$ cat config.mk
export PLATFORM = sky130hd
export DESIGN_NAME = times_table_arbiter
export DESIGN_NICKNAME = d
export VERILOG_FILES = /design/src/rtl/times_table_arbiter.sv
export SDC_FILE = /design/constraint.sdc
export NUM_CORES = 1
export LEC_CHECK = 0
export ABC_AREA = 0
export CORE_AREA = 2 2 54 56
export CTS_CLUSTER_DIAMETER = 80
export CTS_CLUSTER_SIZE = 24
export DETAILED_ROUTE_END_ITERATION = 16
export DIE_AREA = 0 0 56 58
export MAX_ROUTING_LAYER = met4
export PLACE_DENSITY_LB_ADDON = 0.05
export SYNTH_ARGS = -nofsm -noshare
export SYNTH_HDL_FRONTEND = slang
export SYNTH_SLANG_ARGS = --single-unit
$ cat constraint.sdc
create_clock -name clk -period 3.9 [get_ports clk]
set_clock_uncertainty 0.15 [all_clocks]
set_input_delay 0.39 -clock clk [delete_from_list [all_inputs] [get_ports clk]]
set_output_delay 0.39 -clock clk [all_outputs]
set_load 0.01 [all_outputs]
$ cat src/rtl/times_table_arbiter.sv
// times_table_arbiter: shares one fixed-latency times-table multiplier between
// two requesters. Each request is accepted, issued, waited on and completed
// before the next one is served. Round-robin arbitration by default.
// Define TT_ARB_FIXED_PRIORITY_EN to make requester 0 always win when both request.
module times_table_arbiter #(
  parameter int unsigned WIDTH   = 3,
  parameter int unsigned LATENCY = 2
) (
  input  logic               clk,
  input  logic               rst,
  input  logic               req0,
  input  logic [WIDTH-1:0]   a0,
  input  logic [WIDTH-1:0]   b0,
  output logic               ack0,
  output logic               done0,
  output logic [2*WIDTH-1:0] result0,
  input  logic               req1,
  input  logic [WIDTH-1:0]   a1,
  input  logic [WIDTH-1:0]   b1,
  output logic               ack1,
  output logic               done1,
  output logic [2*WIDTH-1:0] result1,
  output logic [WIDTH-1:0]   mul_a,
  output logic [WIDTH-1:0]   mul_b,
  output logic               mul_read,
  input  logic [2*WIDTH-1:0] mul_result
);

  localparam int unsigned CW = (LATENCY < 2) ? 1 : $clog2(LATENCY + 1);

  typedef enum logic [1:0] {S_IDLE, S_ISSUE, S_WAIT, S_DONE} state_t;

  state_t          state;
  logic [CW-1:0]   cnt;
  logic            sel;
  logic            win;

`ifdef TT_ARB_FIXED_PRIORITY_EN
  // Requester 0 wins whenever it asks; requester 1 only when 0 is idle.
  always_comb begin
    win = !req0;
  end
`else
  logic            last_grant;

  // Requester 0 wins if alone, or if both ask and 1 was granted last.
  always_comb begin
    win = !(req0 && (!req1 || last_grant));
  end
`endif

  // Request sequencer: grant, issue read strobe, count latency, report done.
  always_ff @(posedge clk) begin
    if (rst) begin
      state      <= S_IDLE;
      cnt        <= '0;
      sel        <= 1'b0;
      ack0       <= 1'b0;
      ack1       <= 1'b0;
      done0      <= 1'b0;
      done1      <= 1'b0;
      result0    <= '0;
      result1    <= '0;
      mul_a      <= '0;
      mul_b      <= '0;
      mul_read   <= 1'b0;
`ifndef TT_ARB_FIXED_PRIORITY_EN
      last_grant <= 1'b1;
`endif
    end else begin
      ack0     <= 1'b0;
      ack1     <= 1'b0;
      done0    <= 1'b0;
      done1    <= 1'b0;
      mul_read <= 1'b0;
      case (state)
        S_IDLE: begin
          if (req0 || req1) begin
            sel      <= win;
`ifndef TT_ARB_FIXED_PRIORITY_EN
            last_grant <= win;
`endif
            mul_a    <= win ? a1 : a0;
            mul_b    <= win ? b1 : b0;
            ack0     <= !win;
            ack1     <= win;
            mul_read <= 1'b1;
            state    <= S_ISSUE;
          end
        end
        S_ISSUE: begin
          cnt   <= CW'(LATENCY);
          state <= S_WAIT;
        end
        S_WAIT: begin
          cnt <= cnt - CW'(1);
          if (cnt == CW'(1)) begin
            if (sel) begin
              result1 <= mul_result;
              done1   <= 1'b1;
            end else begin
              result0 <= mul_result;
              done0   <= 1'b1;
            end
            state <= S_DONE;
          end
        end
        S_DONE: begin
          state <= S_IDLE;
        end
        default: begin
          state <= S_IDLE;
        end
      endcase
    end
  end

endmodule
==> metrics.md <==
| Metric | Value |
|---|---|
| Die Y | `58 µm` |
| Tmin final | `1.780 ns` |
| Max_slew headroom | `69.40%` |
| WP depth | `1` |
| RSZ-0062 raised after global routing | `no` |
| Wire length per cell | `13.46 µm` |
| Nature of the critical path startpoint | `register` |
| IO buf count | `44` |
| Setup crit end kind | `output port` |
| FF+latch area | `between 500 and 600 µm²` |
| Post-route ant nets | `0` |
| Seq/Total Area, Yosys | `50.88%` |
| Setup Fix Bufs, Post-CTS | `0` |
| R2R depth | `5` |
| Min Hold Slack | `0.3541 ns` |
| Fmax | `561.7 MHz` |
| Antenna violations before repair | `0` |
| Post-Layout Inst Area | `0.001640 mm²` |
| Share of layout cells above drive strength 1 | `6.536%` |
| Row cnt | `19` |
| Leakage | `slightly above 0.7 nW` |
| CP top delay family | `buffers and inverters` |
| Fill cells | `about 250` |
| Worst-Skew Late Latency | `0.33 ns` |
| Max clock buf depth | `2` |
| Critical Path AT | `~1.2 ns` |
| Worst path cell trace | `clkdlybuf4s50_1` |
| CTS root buf | `clkbuf_4` |
| Crit share post-route | `between 40% and 50%` |
| Placed inst area | `between 0.0015 and 0.002 mm²` |
| Min-Delay Path Class | `reg2reg` |
| Fin. Hold Viols | `0` |
| Die ar. | `0.003248 mm²` |
| Remaining DRCs | `0` |
| Multi-input gate area in the final layout | `503.0 µm²` |
| Mapped Avg Cell Area | `10.66 µm²` |
| Layout Nets | `179` |
| Vias in the first global route | `between 900 and 1k` |
| Crit. Startpoint | `result1[1]$_SDFFE_PP0P_` |
| GPL Wtd Cong | `0.6552` |
| Final setup violation count | `0` |
| Core area | `0.002663 mm²` |
| Setup CP Type | `reg2out` |
| Crit Path Max Fanout | `2` |
| Post-detail-place hpwl | `1748 µm` |
| Drt via density | `5.043` |
| Most common cell after layout, fill and taps aside | `clkdlybuf4s50_1` |
| Status | `complete, no violations` |
| Post-synthesis cell type count | `24` |
| CTS resizes | `0` |
| Last element of the critical path | `result1[1]` |
| Sink Count | `29` |
| Util after Layout | `61.61%` |
| CP required | `3.36 ns` |
| Buf/Inv on CP | `1` |
| Ports | `45` |
| Starting DRT DRC Count | `20` |
| Routed via count | `~930` |
| Warnings, synthesis | `0` |
| Num CTS Buffers | `5` |
| Synth Register Bits | `29` |
| Total Wirelength | `2477 µm` |
| Gr usage total | `17.69%` |
| CTS Hold Bufs | `0` |
| Reg2reg end | `result0[4]$_SDFFE_PP0P_` |
| Max H-tree Level | `2` |
| First-pass GRT wire length | `4243 µm` |
| Commonest non-fill, non-tap cells in the layout | `clkdlybuf4s50_1 (44), dfxtp_1 (29), nor2_1 (18)` |
| CTS tree | `yes` |
| Cell at the slowest stage of the critical path | `clkdlybuf4s50_1` |
| R2R Path Start | `state[0]$_SDFFE_PP0P_` |
| Synthesized Nets | `133` |
| Die width | `56 µm` |
| TNS Setup | `0 ns` |
| Post-Synthesis Cells | `107` |
| Area grow syn2layout | `43.75%` |
| Reg2reg setup slack | `2.21 ns` |
| Largest net degree at the start of global routing | `29` |
| Max-slew violations | `0` |
| Number of max-cap violations | `0` |
| Critical path's largest stage delay | `0.55 ns` |
| Number of diodes | `0` |
| PD cells | `slightly above 500 mW/mm²` |
| Max VDD drop | `0.3504 mV` |
| Initial Util | `42.86%` |
| Worst-path clk slew | `0.09 ns` |
| Gr ovfl total | `0` |
| Tightest Pin Transition | `between 0.4 and 0.5 ns` |
| Pre-antenna DRT Iters | `4` |
| Post-synth design cell area | `around 0.0011 mm²` |
## synthesized netlist by cell type
library cell  number  area [µm²]
nor3_1             1       5.000
a22o_1             1       8.760
nor2b_1            1       6.260
buf_2              4       20.02
mux2i_1           13       130.1
a221o_1            6       60.06
a21o_1             1       7.510
o22ai_1            1       6.260
nor3b_1            6       45.04
dfxtp_1           29       580.6
buf_6              2       22.52
a21oi_1            1       5.000
and3_1             1       6.260
ha_1               4       50.05
a211oi_1           2       15.01
nand3_2            1       10.01
nor2_1            18       67.56
nor2b_4            1       13.76
and3_4             1       11.26
o21a_1             1       7.510
nand2b_1           4       25.02
nand3b_1           2       15.01
nand2_1            2       7.510
inv_1              4       15.01
## stage by stage
stage               cells  setup slack, ns  power [mW]
detailed placement    177            1.822      0.6681
CTS                   184            2.109      0.8530
floorplan             107            2.310      0.5610
finish                184            2.120      0.8480
global route          184            2.003      0.9013
global placement      177            1.861      0.6543
## power breakdown
part	internal [mW]	total, mW	switching [mW]
sequential	0.346	0.370	0.0237
combinational	0.156	0.292	0.136
clock	0.0849	0.186	0.101
## how the worst min path moves through the flow
stage	startpoint	end	slack [ns]	depth (start not counted)
global placement	cnt[0]$_SDFFE_PP0P_	cnt[0]$_SDFFE_PP0P_	0.33	2
finish	result1[3]$_SDFFE_PP0P_	result1[3]$_SDFFE_PP0P_	0.35	2
CTS	result1[3]$_SDFFE_PP0P_	result1[3]$_SDFFE_PP0P_	0.36	2
floorplan	sel$_SDFFE_PP0P_	sel$_SDFFE_PP0P_	0.31	1
global route	sel$_SDFFE_PP0P_	sel$_SDFFE_PP0P_	0.38	1
detailed placement	result1[5]$_SDFFE_PP0P_	result1[5]$_SDFFE_PP0P_	0.34	2
## logic make-up (layout without fill, tap and decap cells)
kind of cell | Yosys count | after routing | synth area share (%)
mux | 13 | 13 | 11.40
simple gates | 38 | 38 | 18.64
compound gates | 13 | 13 | 9.650
fa+ha+maj | 4 | 4 | 4.386
buf+inv | 10 | 56 | 5.043
flops | 29 | 29 | 50.88
## metal layers
layer	track usage, %	routed length (µm)	vias to the layer above
met4	7.483	35	0
met2	26.55	1141	32
met5	-	0	-
li1	-	-	459
met3	7.589	143	6
met1	20.84	1156	431
## final cells by class
class,count,area share [%]
sequential,29,35.39
inverter,4,0.9153
tap,31,2.365
clock buffer,7,3.356
multi-input combinational,68,30.66
timing repair buffer,45,27.31
## sequential cells by signal, indices dropped and copies added, names as in the netlist, 2 cells and up
signal	flops
result0	6
result1	6
mul_a	3
mul_b	3
cnt	2
state	2
Note: power is estimated with default switching activity, not from simulation.
